**config.mk**
```make
export PLATFORM = sky130hd
export DESIGN_NAME = wb_stage_buffered
export DESIGN_NICKNAME = d
export VERILOG_FILES = /design/src/rtl/wb_stage_buffered_pkg.sv /design/src/rtl/wb_stage_buffered_load_extract.sv /design/src/rtl/wb_stage_buffered.sv
export SDC_FILE = /design/constraint.sdc
export NUM_CORES = 1
export LEC_CHECK = 0
export ABC_AREA = 1
export BUFFER_PORTS_ARGS = -buffer_cell sky130_fd_sc_hd__buf_2
export CAP_MARGIN = 20
export CORE_MARGIN = 8
export CORE_UTILIZATION = 45
export DETAILED_ROUTE_END_ITERATION = 16
export PLACE_DENSITY = 0.76
export SLEW_MARGIN = 15
export SYNTH_ARGS = -nofsm -noshare
export SYNTH_HDL_FRONTEND = slang
export SYNTH_SLANG_ARGS = --single-unit
export TNS_END_PERCENT = 1
```
**constraint.sdc**
```tcl
create_clock -name clk -period 3.7 [get_ports clk]
set_clock_uncertainty 0.1 [all_clocks]
set_input_delay 0.555 -clock clk [delete_from_list [all_inputs] [get_ports clk]]
set_output_delay 0.555 -clock clk [all_outputs]
set_load 0.02 [all_outputs]
```
**src/rtl/wb_stage_buffered_pkg.sv**
```systemverilog
// rtl/wb_stage_buffered_pkg.sv - shared widths and load-size encodings for the writeback stage
package wb_stage_buffered_pkg;

  localparam int WORD_WIDTH           = 32;
  localparam int REG_FILE_ADDRESS_LEN = 4;

  localparam logic [1:0] LS_BYTE = 2'b00;
  localparam logic [1:0] LS_HALF = 2'b01;
  localparam logic [1:0] LS_WORD = 2'b10;

endpackage

```
**src/rtl/wb_stage_buffered_load_extract.sv**
```systemverilog
// rtl/wb_stage_buffered_load_extract.sv - byte/half/word lane select with sign or zero extension
module load_extract #(
  parameter int WORD_WIDTH = wb_stage_buffered_pkg::WORD_WIDTH
) (
  input  logic [WORD_WIDTH-1:0] mem_data,
  input  logic [1:0]            load_size,
  input  logic                  load_signed,
  input  logic [1:0]            byte_off,
  output logic [WORD_WIDTH-1:0] result
);
  import wb_stage_buffered_pkg::*;

  logic [7:0]  byte_v;
  logic [15:0] half_v;

  // byte_off[0] is deliberately ignored for halfword lanes
  always_comb begin
    byte_v = mem_data[{byte_off, 3'b000} +: 8];
    half_v = mem_data[{byte_off[1], 4'b0000} +: 16];
    case (load_size)
      LS_BYTE: result = load_signed ? {{(WORD_WIDTH-8){byte_v[7]}}, byte_v}
                                    : {{(WORD_WIDTH-8){1'b0}}, byte_v};
      LS_HALF: result = load_signed ? {{(WORD_WIDTH-16){half_v[15]}}, half_v}
                                    : {{(WORD_WIDTH-16){1'b0}}, half_v};
      LS_WORD: result = mem_data;
      default: result = mem_data;
    endcase
  end

endmodule

```
**src/rtl/wb_stage_buffered.sv**
```systemverilog
// rtl/wb_stage_buffered.sv - in-order writeback buffer; loads wait for memory data, one registered write per retire
module wb_stage_buffered #(
  parameter int WORD_WIDTH   = wb_stage_buffered_pkg::WORD_WIDTH,
  parameter int REG_ADDR_LEN = wb_stage_buffered_pkg::REG_FILE_ADDRESS_LEN,
  parameter int DEPTH        = 2
) (
  input  logic                    clk,
  input  logic                    rst,
  input  logic                    in_valid,
  output logic                    in_ready,
  input  logic [REG_ADDR_LEN-1:0] dst,
  input  logic [WORD_WIDTH-1:0]   ALU_res,
  input  logic                    WB_en,
  input  logic                    mem_read,
  input  logic [1:0]              load_size,
  input  logic                    load_signed,
  input  logic [1:0]              byte_off,
  input  logic [WORD_WIDTH-1:0]   mem_data,
  input  logic                    mem_data_valid,
  output logic [REG_ADDR_LEN-1:0] WB_dst,
  output logic                    WB_en_out,
  output logic [WORD_WIDTH-1:0]   WB_value,
  output logic                    wb_busy,
  output logic                    proto_err
);

  localparam int PTR_W = $clog2(DEPTH);
  localparam logic [PTR_W:0] FULL_COUNT = (PTR_W+1)'(DEPTH);

  logic [REG_ADDR_LEN-1:0] dst_q       [DEPTH];
  logic [WORD_WIDTH-1:0]   alu_q       [DEPTH];
  logic                    wb_en_q     [DEPTH];
  logic                    mem_read_q  [DEPTH];
  logic [1:0]              size_q      [DEPTH];
  logic                    signed_q    [DEPTH];
  logic [1:0]              off_q       [DEPTH];

  logic [PTR_W-1:0] rd_ptr;
  logic [PTR_W-1:0] wr_ptr;
  logic [PTR_W:0]   count;

  logic                  head_valid;
  logic                  head_is_load;
  logic                  push;
  logic                  retire;
  logic                  stray_data;
  logic [WORD_WIDTH-1:0] load_value;

  assign in_ready     = (count != FULL_COUNT);
  assign wb_busy      = (count != '0);
  assign head_valid   = wb_busy;
  assign head_is_load = mem_read_q[rd_ptr];
  assign push         = in_valid && in_ready;
  assign retire       = head_valid && (!head_is_load || mem_data_valid);
  // Memory data is only meaningful when a load sits at the head
  assign stray_data   = mem_data_valid && !(head_valid && head_is_load);

  load_extract #(.WORD_WIDTH(WORD_WIDTH)) u_load_extract (
    .mem_data    (mem_data),
    .load_size   (size_q[rd_ptr]),
    .load_signed (signed_q[rd_ptr]),
    .byte_off    (off_q[rd_ptr]),
    .result      (load_value)
  );

  always_ff @(posedge clk) begin
    if (push) begin
      dst_q[wr_ptr]      <= dst;
      alu_q[wr_ptr]      <= ALU_res;
      wb_en_q[wr_ptr]    <= WB_en;
      mem_read_q[wr_ptr] <= mem_read;
      size_q[wr_ptr]     <= load_size;
      signed_q[wr_ptr]   <= load_signed;
      off_q[wr_ptr]      <= byte_off;
    end
  end

  always_ff @(posedge clk or posedge rst) begin
    if (rst) begin
      rd_ptr <= '0;
      wr_ptr <= '0;
      count  <= '0;
    end else begin
      if (push)
        wr_ptr <= wr_ptr + PTR_W'(1);
      if (retire)
        rd_ptr <= rd_ptr + PTR_W'(1);
      case ({push, retire})
        2'b10:   count <= count + (PTR_W+1)'(1);
        2'b01:   count <= count - (PTR_W+1)'(1);
        default: count <= count;
      endcase
    end
  end

  always_ff @(posedge clk or posedge rst) begin
    if (rst) begin
      WB_dst    <= '0;
      WB_en_out <= 1'b0;
      WB_value  <= '0;
      proto_err <= 1'b0;
    end else begin
      WB_en_out <= retire && wb_en_q[rd_ptr];
      if (retire) begin
        WB_dst   <= dst_q[rd_ptr];
        WB_value <= mem_read_q[rd_ptr] ? load_value : alu_q[rd_ptr];
      end
      if (stray_data)
        proto_err <= 1'b1;
    end
  end

endmodule

```
==> results of run 1 <==
stage by stage:
stage,setup WS [ns],utilization [%]
finish,0.976,56.5
global route,0.781,56.5
CTS,1.02,56.5
detailed placement,1.06,51.7
global placement,1.15,51.7
floorplan,0.554,-
area by class of cell:
class	count	area, µm²	area share [%]
well taps	172	215	3.04
clock inverters	14	166	2.35
repair buffers	127	658	9.30
clock buffers	18	429	6.07
multi-input cells	397	1830	25.8
diodes	1	2.50	0.0354
flip-flops and latches	128	3630	51.4
inverters	38	143	2.02
sequential cells by signal, summed over array words and instances (netlist names):
register / flops
alu_q: 64
WB_value: 32
off_q: 4
rd_ptr: 1
signed_q: 2
WB_dst: 4
size_q: 4
count: 2
wr_ptr: 1
WB_en_out: 1
dst_q: 8
wb_en_q: 2
proto_err: 1
mem_read_q: 2
final timing paths:
check,start,slack [ns],endpoint,depth (start not counted)
worst max-delay path,rd_ptr,0.98,WB_value[6],7
worst min-delay path,ALU_res[12],0.23,alu_q[1][12],1
worst max register to register,rd_ptr,0.98,WB_value[6],7
worst min register to register,proto_err,0.37,proto_err,2
max in group asynchronous,rst,2.61,rd_ptr,2
min in group asynchronous,rst,0.25,count[1],2
cell families (layout without fill, tap and decap cells):
family	count (synthesis)	count (layout)
AOI/OAI and AO/OA	99	99
xor gates and xnor gates	3	3
adders and majority gates	1	1
buffers and inverters	68	197
DFF	128	128
other	0	1
and+or+nand+nor	294	294
where the power goes:
part / switching (mW) / internal [mW]
clock network: 0.606 / 1.06
logic: 1.90 / 0.853
registers: 0.240 / 2.04
total: 2.74 / 3.95
critical path: stages, from the launching register on:
cell and delay (ns):
dfrtp_2 0.55, buf_4 0.30, o21ai_1 0.79, nand2_1 0.39, o22ai_1 0.24, nand2_1 0.07, nand3_1 0.07, a21oi_1 0.08
cell usage in the layout (no fill, tap or decap), types with 2 or more instances in the layout:
cell	n
a21oi_1	62
a31oi_1	5
buf_2	118
buf_4	9
bufinv_16	3
clkbuf_16	17
clkinv_2	3
clkinv_4	3
clkinvlp_4	3
dfrtp_1	41
edfxtp_1	86
inv_1	32
inv_2	6
nand2_1	154
nand2_2	4
nand3_1	54
nor2_1	73
nor2_4	3
o21ai_0	21
o21ai_2	2
o21ai_4	2
o22ai_1	5
xnor2_1	2
routing by layer:
layer  track usage, %  vias to the layer above
met1             22.2                     2159
met2             30.9                      203
met3             5.54                       22
met4             8.22                        0
met5                0                        -
li1                 -                     2237
==> flow_metrics.env, run 1 <==
export IMPL_placedCellCount=862
export IMPL_drtAntennaViolNets=0
export IMPL_m1WireLength_um=6160
export IMPL_numCtsBuffers=17
export IMPL_yosys_area_share_simple_pct=21.4
export IMPL_hold_ws_ns=0.235
export IMPL_syn_area_mm2=0.00574
export IMPL_cp_start_kind="flop"
export IMPL_io_buffers=118
export IMPL_finalCritPeriodShare_pct=73.6
export IMPL_worstPathArrival_ns=2.91
export IMPL_required_ns=3.88
export IMPL_fin_cells=895
export IMPL_rsz0062_at_grt="no"
export IMPL_core_area_mm2=0.0125
export IMPL_place_area_mm2=0.00648
export IMPL_dr_wl_met3_um=1370
export IMPL_seq_area_frac_synth_pct=63.3
export IMPL_min_period_ns=2.72
export IMPL_via_per_inst=5.16
export IMPL_rows=41
export IMPL_path_max_fanout=31
export IMPL_p_leak_nw=3.16
export IMPL_crit_path_end_kind="flop"
export IMPL_ctsResizeCount=0
export IMPL_final_area_mm2=0.00707
export IMPL_synth_compound_area_share_pct=9.35
export IMPL_synth_nets=673
export IMPL_clockRootBuffer="clkbuf_16"
export IMPL_highest_layer="met4"
export IMPL_drt_total_wl_um=15400
export IMPL_power_density_mw_per_mm2=945
export IMPL_track_usage_pct=18.7
export IMPL_final_nets=789
export IMPL_wire_per_inst_um=17.2
export IMPL_ir_drop_mv=0.451
export IMPL_dr_wl_met2_um=7530
export IMPL_grt_max_degree=50
export IMPL_fillers=1136
export IMPL_setup_tns_ns=0
export IMPL_finalPower_mw=6.69
export IMPL_firstDrtPassIters=5
export IMPL_maxSlewViolCount=0
export IMPL_clock_sinks=128
export IMPL_synth_area_leader_cell="edfxtp_1"
export IMPL_cts_tree="done"
export IMPL_syn_instance_count=593
export IMPL_drtIter0Drc=438
export IMPL_synthAdderAreaFrac_pct=0.218
export IMPL_drive_above_1_share_pct=24.8
export IMPL_yosys_warnings=0
export IMPL_synthXorXnorAreaFrac_pct=0.458
export IMPL_critPathKind="reg2reg"
export IMPL_synth_seq_cells=128
export IMPL_worstMarginPinSlew_ns=0.954
export IMPL_muxShareOfSynthArea_pct=0
export IMPL_start_util_pct=45.9
export IMPL_grt_pass1_vias=4435
export IMPL_htreeDepth=4
export IMPL_drc=0
export IMPL_avgSynthCellArea_um2=9.68
export IMPL_cts_clk_slew_worst_paths_ns=0.06
export IMPL_worstHoldPathType="in2reg"
export IMPL_ys_top_cells_by_count="nand2_1 (154), edfxtp_1 (86), nor2_1 (75), a21oi_1 (62), nand3_1 (54)"
export IMPL_synthArstFlopShare_pct=32.8
export IMPL_synth_edff_count=86
export IMPL_ios=119
export IMPL_netlist_top_cells_area="edfxtp_1 (45%), dfrtp_1 (18%), nand2_1 (10%)"
export IMPL_clk_latency_ns=0.41
export IMPL_yosysMostFrequentCell="nand2_1"
export IMPL_overflow=0
export IMPL_syn_to_final_growth_pct=23.2
export IMPL_die_height_um=129
export IMPL_synth_ff_type="edfxtp_1"
export IMPL_place_hpwl_um=10700
export IMPL_die_w_um=129
export IMPL_synth_top_cell_area_share_pct=45.0
export IMPL_finalSetupViolations=0
export IMPL_gp_congestion=0.827
export IMPL_clockBufferDepth=2
export IMPL_cts_setup_buffers=0
export IMPL_relSlewSlack_pct=36.0
export IMPL_synth_top_family_by_area="simple AND/OR/NAND/NOR gates"
export IMPL_synth_distinct_cells=31
export IMPL_hold_buffers=0
export IMPL_antenna_found_initial=1
export IMPL_max_cap_violations=0
export IMPL_finalHoldViolCount=0
export IMPL_clock_fmax_ghz=0.367
export IMPL_via_count=4621
export IMPL_die_area_mm2=0.0166
export IMPL_grt_pass1_wl_um=23500
export IMPL_status="finished clean"
(Power assumes the default switching activity.)
==> run 2, diff against run 1 <==
Clock period 3.7 ns to 2.7 ns, I/O delays scaled along.
==> run 2 against run 1 <==
Wire length increased by 2.7%. Sequential share of layout area decreased by 0.56 points. Die area unchanged. Non-clock buffer count increased by 8. Highest routed layer unchanged. Register-to-register slack got worse by 0.39 ns. Sequential power increased by 35%.
==> flow_metrics.env, run 2 (same netlist as run 1, synthesis figures left out) <==
export IMPL_seq_power_share_pct=33.1
export IMPL_holdCritStartpoint="load_size[0]"
export IMPL_clk_latency_ns=0.42
export IMPL_path_max_fanout=11
export IMPL_grt_pass1_wl_um=25000
export IMPL_placedCellCount=869
export IMPL_via_count=4756
export IMPL_via_per_inst=5.26
export IMPL_place_hpwl_um=11100
export IMPL_critPathKind="reg2reg"
export IMPL_regMostFlops="alu_q"
export IMPL_htreeDepth=4
export IMPL_post_place_ws_ns=0.604
export IMPL_syn_to_final_growth_pct=24.6
export IMPL_dr_wl_met2_um=7810
export IMPL_track_usage_pct=19.8
export IMPL_place_area_mm2=0.00654
export IMPL_die_area_mm2=0.0166
export IMPL_fillers=1081
export IMPL_die_w_um=129
export IMPL_worstMarginPinSlew_ns=0.582
export IMPL_final_util_pct=57.1
export IMPL_clock_sinks=128
export IMPL_fin_cells=904
export IMPL_rsz0062_at_grt="no"
export IMPL_largest_register_ffs=64
export IMPL_gp_congestion=0.896
export IMPL_die_height_um=129
export IMPL_combPwrFrac_pct=42.4
export IMPL_firstDrtPassIters=6
export IMPL_grt_pass1_vias=4820
export IMPL_antenna_found_initial=2
export IMPL_pwr_share_clk_pct=24.5
export IMPL_intPower_mw=5.42
export IMPL_drive_above_1_share_pct=25.8
export IMPL_ios=119
export IMPL_switching_share_pct=41.7
export IMPL_finalSetupViolations=0
export IMPL_finalHoldViolCount=0
export IMPL_final_area_mm2=0.00715
export IMPL_hold_end="size_q[0][0]"
export IMPL_worstPathArrival_ns=2.35
export IMPL_p_leak_nw=3.20
export IMPL_reg2reg_depth=9
export IMPL_drc=0
export IMPL_crit_path_end_kind="flop"
export IMPL_timing_rr_start="rd_ptr"
export IMPL_cp_start_kind="flop"
export IMPL_maxSlewViolCount=0
export IMPL_ir_drop_mv=0.492
export IMPL_hold_depth=1
export IMPL_numCtsBuffers=17
export IMPL_ctsResizeCount=0
export IMPL_drt_total_wl_um=15800
export IMPL_final_cell_mix="nand2_1 (154), buf_2 (118), edfxtp_1 (86)"
export IMPL_hold_ws_ns=0.0698
export IMPL_m1WireLength_um=6390
export IMPL_io_buffers=118
export IMPL_r2r_end="WB_value[0]"
export IMPL_final_common_cell="nand2_1"
export IMPL_final_nets=797
export IMPL_relSlewSlack_pct=61.1
export IMPL_grt_max_degree=41
export IMPL_required_ns=2.94
export IMPL_finalCritPeriodShare_pct=78.2
export IMPL_p_sw_mw=3.88
export IMPL_min_period_ns=2.11
export IMPL_overflow=0
export IMPL_wire_per_inst_um=17.5
export IMPL_max_cap_violations=0
export IMPL_regToRegSetupSlack_ns=0.59
export IMPL_core_area_mm2=0.0125
export IMPL_rows=41
export IMPL_status="finished clean"
export IMPL_reg_largest_list="alu_q x64, WB_value x32, dst_q x8"
export IMPL_power_density_mw_per_mm2=1300
export IMPL_clockBufferDepth=2
export IMPL_start_util_pct=45.9
export IMPL_clockRootBuffer="clkbuf_16"
export IMPL_dr_wl_met3_um=1330
export IMPL_worstHoldPathType="in2reg"
export IMPL_cts_tree="done"
export IMPL_drtAntennaViolNets=0
export IMPL_cts_clk_slew_worst_paths_ns=0.06
export IMPL_drtIter0Drc=394
export IMPL_clock_fmax_ghz=0.474
export IMPL_highest_layer="met4"
export IMPL_layout_setup_ws_ns=0.589
-- run 2: what timing repair did --
item                                   in CTS  in global routing
hold buffers                                1                  0
buffers inserted                            0                  0
endpoints found under the hold margin      22                  0
-- run 2: critical path, stage by stage, from the launching register on --
cell     delay (ns)
dfrtp_2        0.48
buf_4          0.20
nand2_1        0.07
nand2_2        0.14
buf_4          0.21
nand2_1        0.22
nor2_1         0.09
o21ai_0        0.21
nand3_1        0.14
a21oi_1        0.16
-- run 2: worst max path at each step --
stage                     slack [ns]      endpoint  startpoint
after floorplan                -0.43   alu_q[0][0]    count[0]
after global placement          0.63      count[1]      rd_ptr
after detailed placement        0.60      count[1]      rd_ptr
after CTS                       0.60  WB_value[18]      rd_ptr
after global routing            0.40      count[1]      rd_ptr
final                           0.59   WB_value[0]      rd_ptr
-- run 2: routing by layer --
metal  up-vias  GRT usage (%)
met5         -              0
met4         0           9.40
met2       224           32.6
li1       2251              -
met3        30           5.21
met1      2251           23.7
-- run 2: power groups by stage --
stage	clock network, mW	logic, mW	registers [mW]
after floorplan	0	2.40	3.40
after global placement	0	3.80	3.09
after detailed placement	0	3.88	3.11
after CTS	2.30	3.93	3.08
after global routing	2.38	4.36	3.14
final	2.28	3.95	3.08
-- run 2: final cells by class --
type                            count  area, µm²  area share, %
Tap cell                          172        215           3.01
Timing Repair Buffer              135        733           10.3
Antenna cell                        2       5.00         0.0700
Inverter                           38        143           1.99
Clock inverter                     14        156           2.19
Sequential cell                   128       3630           50.8
Multi-Input combinational cell    397       1830           25.5
Clock buffer                       18        439           6.14
-- run 2: metrics by stage --
| step | total power [mW] | TNS (ns) |
|---|---|---|
| after CTS | 9.31 | 0 |
| after floorplan | 5.80 | -18.69 |
| final | 9.31 | 0 |
| after global placement | 6.89 | 0 |
| after global routing | 9.89 | 0 |
| after detailed placement | 7.00 | 0 |
==> run 3, diff against run 2 <==
Settings changed: PLACE_DENSITY 0.76 to 0.78.
Clock period 2.7 ns to 1.8 ns, I/O delays scaled along.
==> run 3 against run 2 <==
The run now ends with setup timing left. Critical endpoint is now count[1]. First-iteration DRC count is 18% higher. Maximum frequency is 16% higher. Hold slack worse by 0.014 ns. Final area is 13% higher. Largest power group unchanged. Critical path type unchanged. Flip-flop and latch count stayed put.
==> flow_metrics.env, run 3 (same netlist as run 1, synthesis figures left out) <==
export IMPL_status="finished with violations"
export IMPL_violations="setup timing"
export IMPL_final_cell_mix="nand2_1 (148), buf_2 (118), edfxtp_1 (86)"
export IMPL_finalPower_mw=15.5
export IMPL_place_area_mm2=0.00673
export IMPL_firstDrtPassIters=6
export IMPL_final_nets=869
export IMPL_io_buffers=118
export IMPL_cts_clk_slew_worst_paths_ns=0.06
export IMPL_grt_max_degree=45
export IMPL_ir_drop_mv=0.935
export IMPL_largest_register_ffs=64
export IMPL_critPathTopFamily="flip-flops"
export IMPL_rows=41
export IMPL_min_period_ns=1.82
export IMPL_worst_path_buf_inv=2
export IMPL_max_cap_violations=0
export IMPL_power_density_mw_per_mm2=1910
export IMPL_die_height_um=129
export IMPL_antenna_found_initial=1
export IMPL_overflow=0
export IMPL_finalSetupViolations=3
export IMPL_drt_total_wl_um=17100
export IMPL_finalHoldViolCount=0
export IMPL_regMostFlops="alu_q"
export IMPL_cpMaxStageDelayCell="dfrtp_2"
export IMPL_worstPathCellList="clkinv_4 -> or2_4 -> o21ai_4 -> o21ai_4 -> inv_2 -> ha_4 -> a21oi_2 -> o21ai_1 -> xnor2_1"
export IMPL_drtIter0Drc=465
export IMPL_place_hpwl_um=11300
export IMPL_drive_above_1_share_pct=29.3
export IMPL_track_usage_pct=21.3
export IMPL_worstHoldPathType="in2reg"
export IMPL_via_count=5105
export IMPL_reg_largest_list="alu_q x64, WB_value x32, dst_q x8"
export IMPL_cts_tree="done"
export IMPL_htreeDepth=4
export IMPL_fillers=981
export IMPL_crit_top_cell="o21ai_4"
export IMPL_drc=0
export IMPL_grt_pass1_vias=5136
export IMPL_rsz0062_at_grt="yes"
export IMPL_die_w_um=129
export IMPL_clockRootBuffer="clkbuf_16"
export IMPL_cp_start_kind="flop"
export IMPL_relSlewSlack_pct=78.5
export IMPL_worstMarginPinSlew_ns=0.323
export IMPL_wire_per_inst_um=17.6
export IMPL_final_common_cell="nand2_1"
export IMPL_crit_path_end_kind="flop"
export IMPL_grt_pass1_wl_um=27000
export IMPL_final_util_pct=64.8
export IMPL_critPathKind="reg2reg"
export IMPL_drtAntennaViolNets=0
export IMPL_path_max_fanout=5
export IMPL_ios=119
export IMPL_worstPathArrival_ns=2.02
export IMPL_p_leak_nw=3.62
export IMPL_core_area_mm2=0.0125
export IMPL_finalCritPeriodShare_pct=101
export IMPL_clk_latency_ns=0.42
export IMPL_clock_sinks=128
export IMPL_numCtsBuffers=17
export IMPL_clockBufferDepth=2
export IMPL_final_area_mm2=0.00811
export IMPL_maxSlewViolCount=0
export IMPL_clock_fmax_ghz=0.549
export IMPL_start_util_pct=45.9
export IMPL_cp_slowest_stage_delay_ns=0.43
export IMPL_syn_to_final_growth_pct=41.2
export IMPL_via_per_inst=5.24
export IMPL_layout_setup_ws_ns=-0.0208
export IMPL_diodes=0
export IMPL_gp_congestion=0.893
export IMPL_die_area_mm2=0.0166
export IMPL_required_ns=2.00
[run 3: cell count changes in the layout (fill, tap and decap cells not counted), moves of 6 or more]
cell / delta
a21oi_2: +6
dlygate4sd3_1: +44
nand2_1: -6
a21oi_1: -6
buf_12: +7
buf_4: +12
buf_6: +6
[run 3: power breakdown]
part | total (mW) | internal, mW | switching (mW) | leakage (nW)
combinational | 7.05 | 2.67 | 4.38 | 2.01
clock | 3.80 | 2.48 | 1.32 | 0.321
sequential | 4.67 | 4.18 | 0.486 | 1.29
total | 15.5 | 9.33 | 6.19 | 3.62
[run 3: layout make-up]
| type | count | area (µm²) | area share (%) |
|---|---|---|---|
| inverter | 38 | 150 | 1.85 |
| clock inverter | 15 | 229 | 2.82 |
| timing repair buffer | 206 | 1510 | 18.7 |
| sequential | 128 | 3630 | 44.8 |
| multi-input combinational | 398 | 1940 | 23.9 |
| tap | 172 | 215 | 2.65 |
| clock buffer | 17 | 425 | 5.25 |
[run 3: per-layer routing]
layer	wire length, µm	GRT usage (%)
met4	334	7.67
met1	6900	25.7
met2	8650	35.8
met5	10	0
met3	1200	5.79
[run 3: worst paths after layout]
path	from	cells past startpoint	slack [ns]	end
min in group asynchronous	rst	4	0.32	WB_dst[1]
min	in_valid	3	0.06	wr_ptr
max reg2reg	rd_ptr	9	-0.02	count[1]
max in group asynchronous	rst	4	1.05	WB_value[9]
max	rd_ptr	9	-0.02	count[1]
min reg2reg	proto_err	2	0.36	proto_err
[run 3: worst reg2reg max path, cell delays in order (launching register included)]
cell and delay (ns):
dfrtp_2 0.43, clkinv_4 0.10, or2_4 0.25, o21ai_4 0.11, o21ai_4 0.08, inv_2 0.10
ha_4 0.21, a21oi_2 0.09, o21ai_1 0.08, xnor2_1 0.13
[run 3: repair_timing]
| item | in CTS | in global routing |
|---|---|---|
| hold buffers | 45 | 0 |
| endpoints found under the setup margin | 30 | 37 |
| resized for setup | 15 | 22 |
| gates cloned | 1 | 1 |
| endpoints found under the hold margin | 129 | 0 |
| pin swaps | 5 | 10 |
| buffers inserted | 11 | 4 |
[run 3: stage by stage]
stage                     hold WS, ns  worst slack [ns]  instances  setup TNS (ns)
final                          0.0557           -0.0208        974         -0.0322
after global routing           0.0566           -0.0826        974           -1.61
after CTS                      0.0383           -0.0152        969         -0.0236
after detailed placement        0.222            -0.105        880          -0.820
after global placement          0.215            -0.142        880          -0.165
after floorplan                 0.269            -0.111        593           -7.84
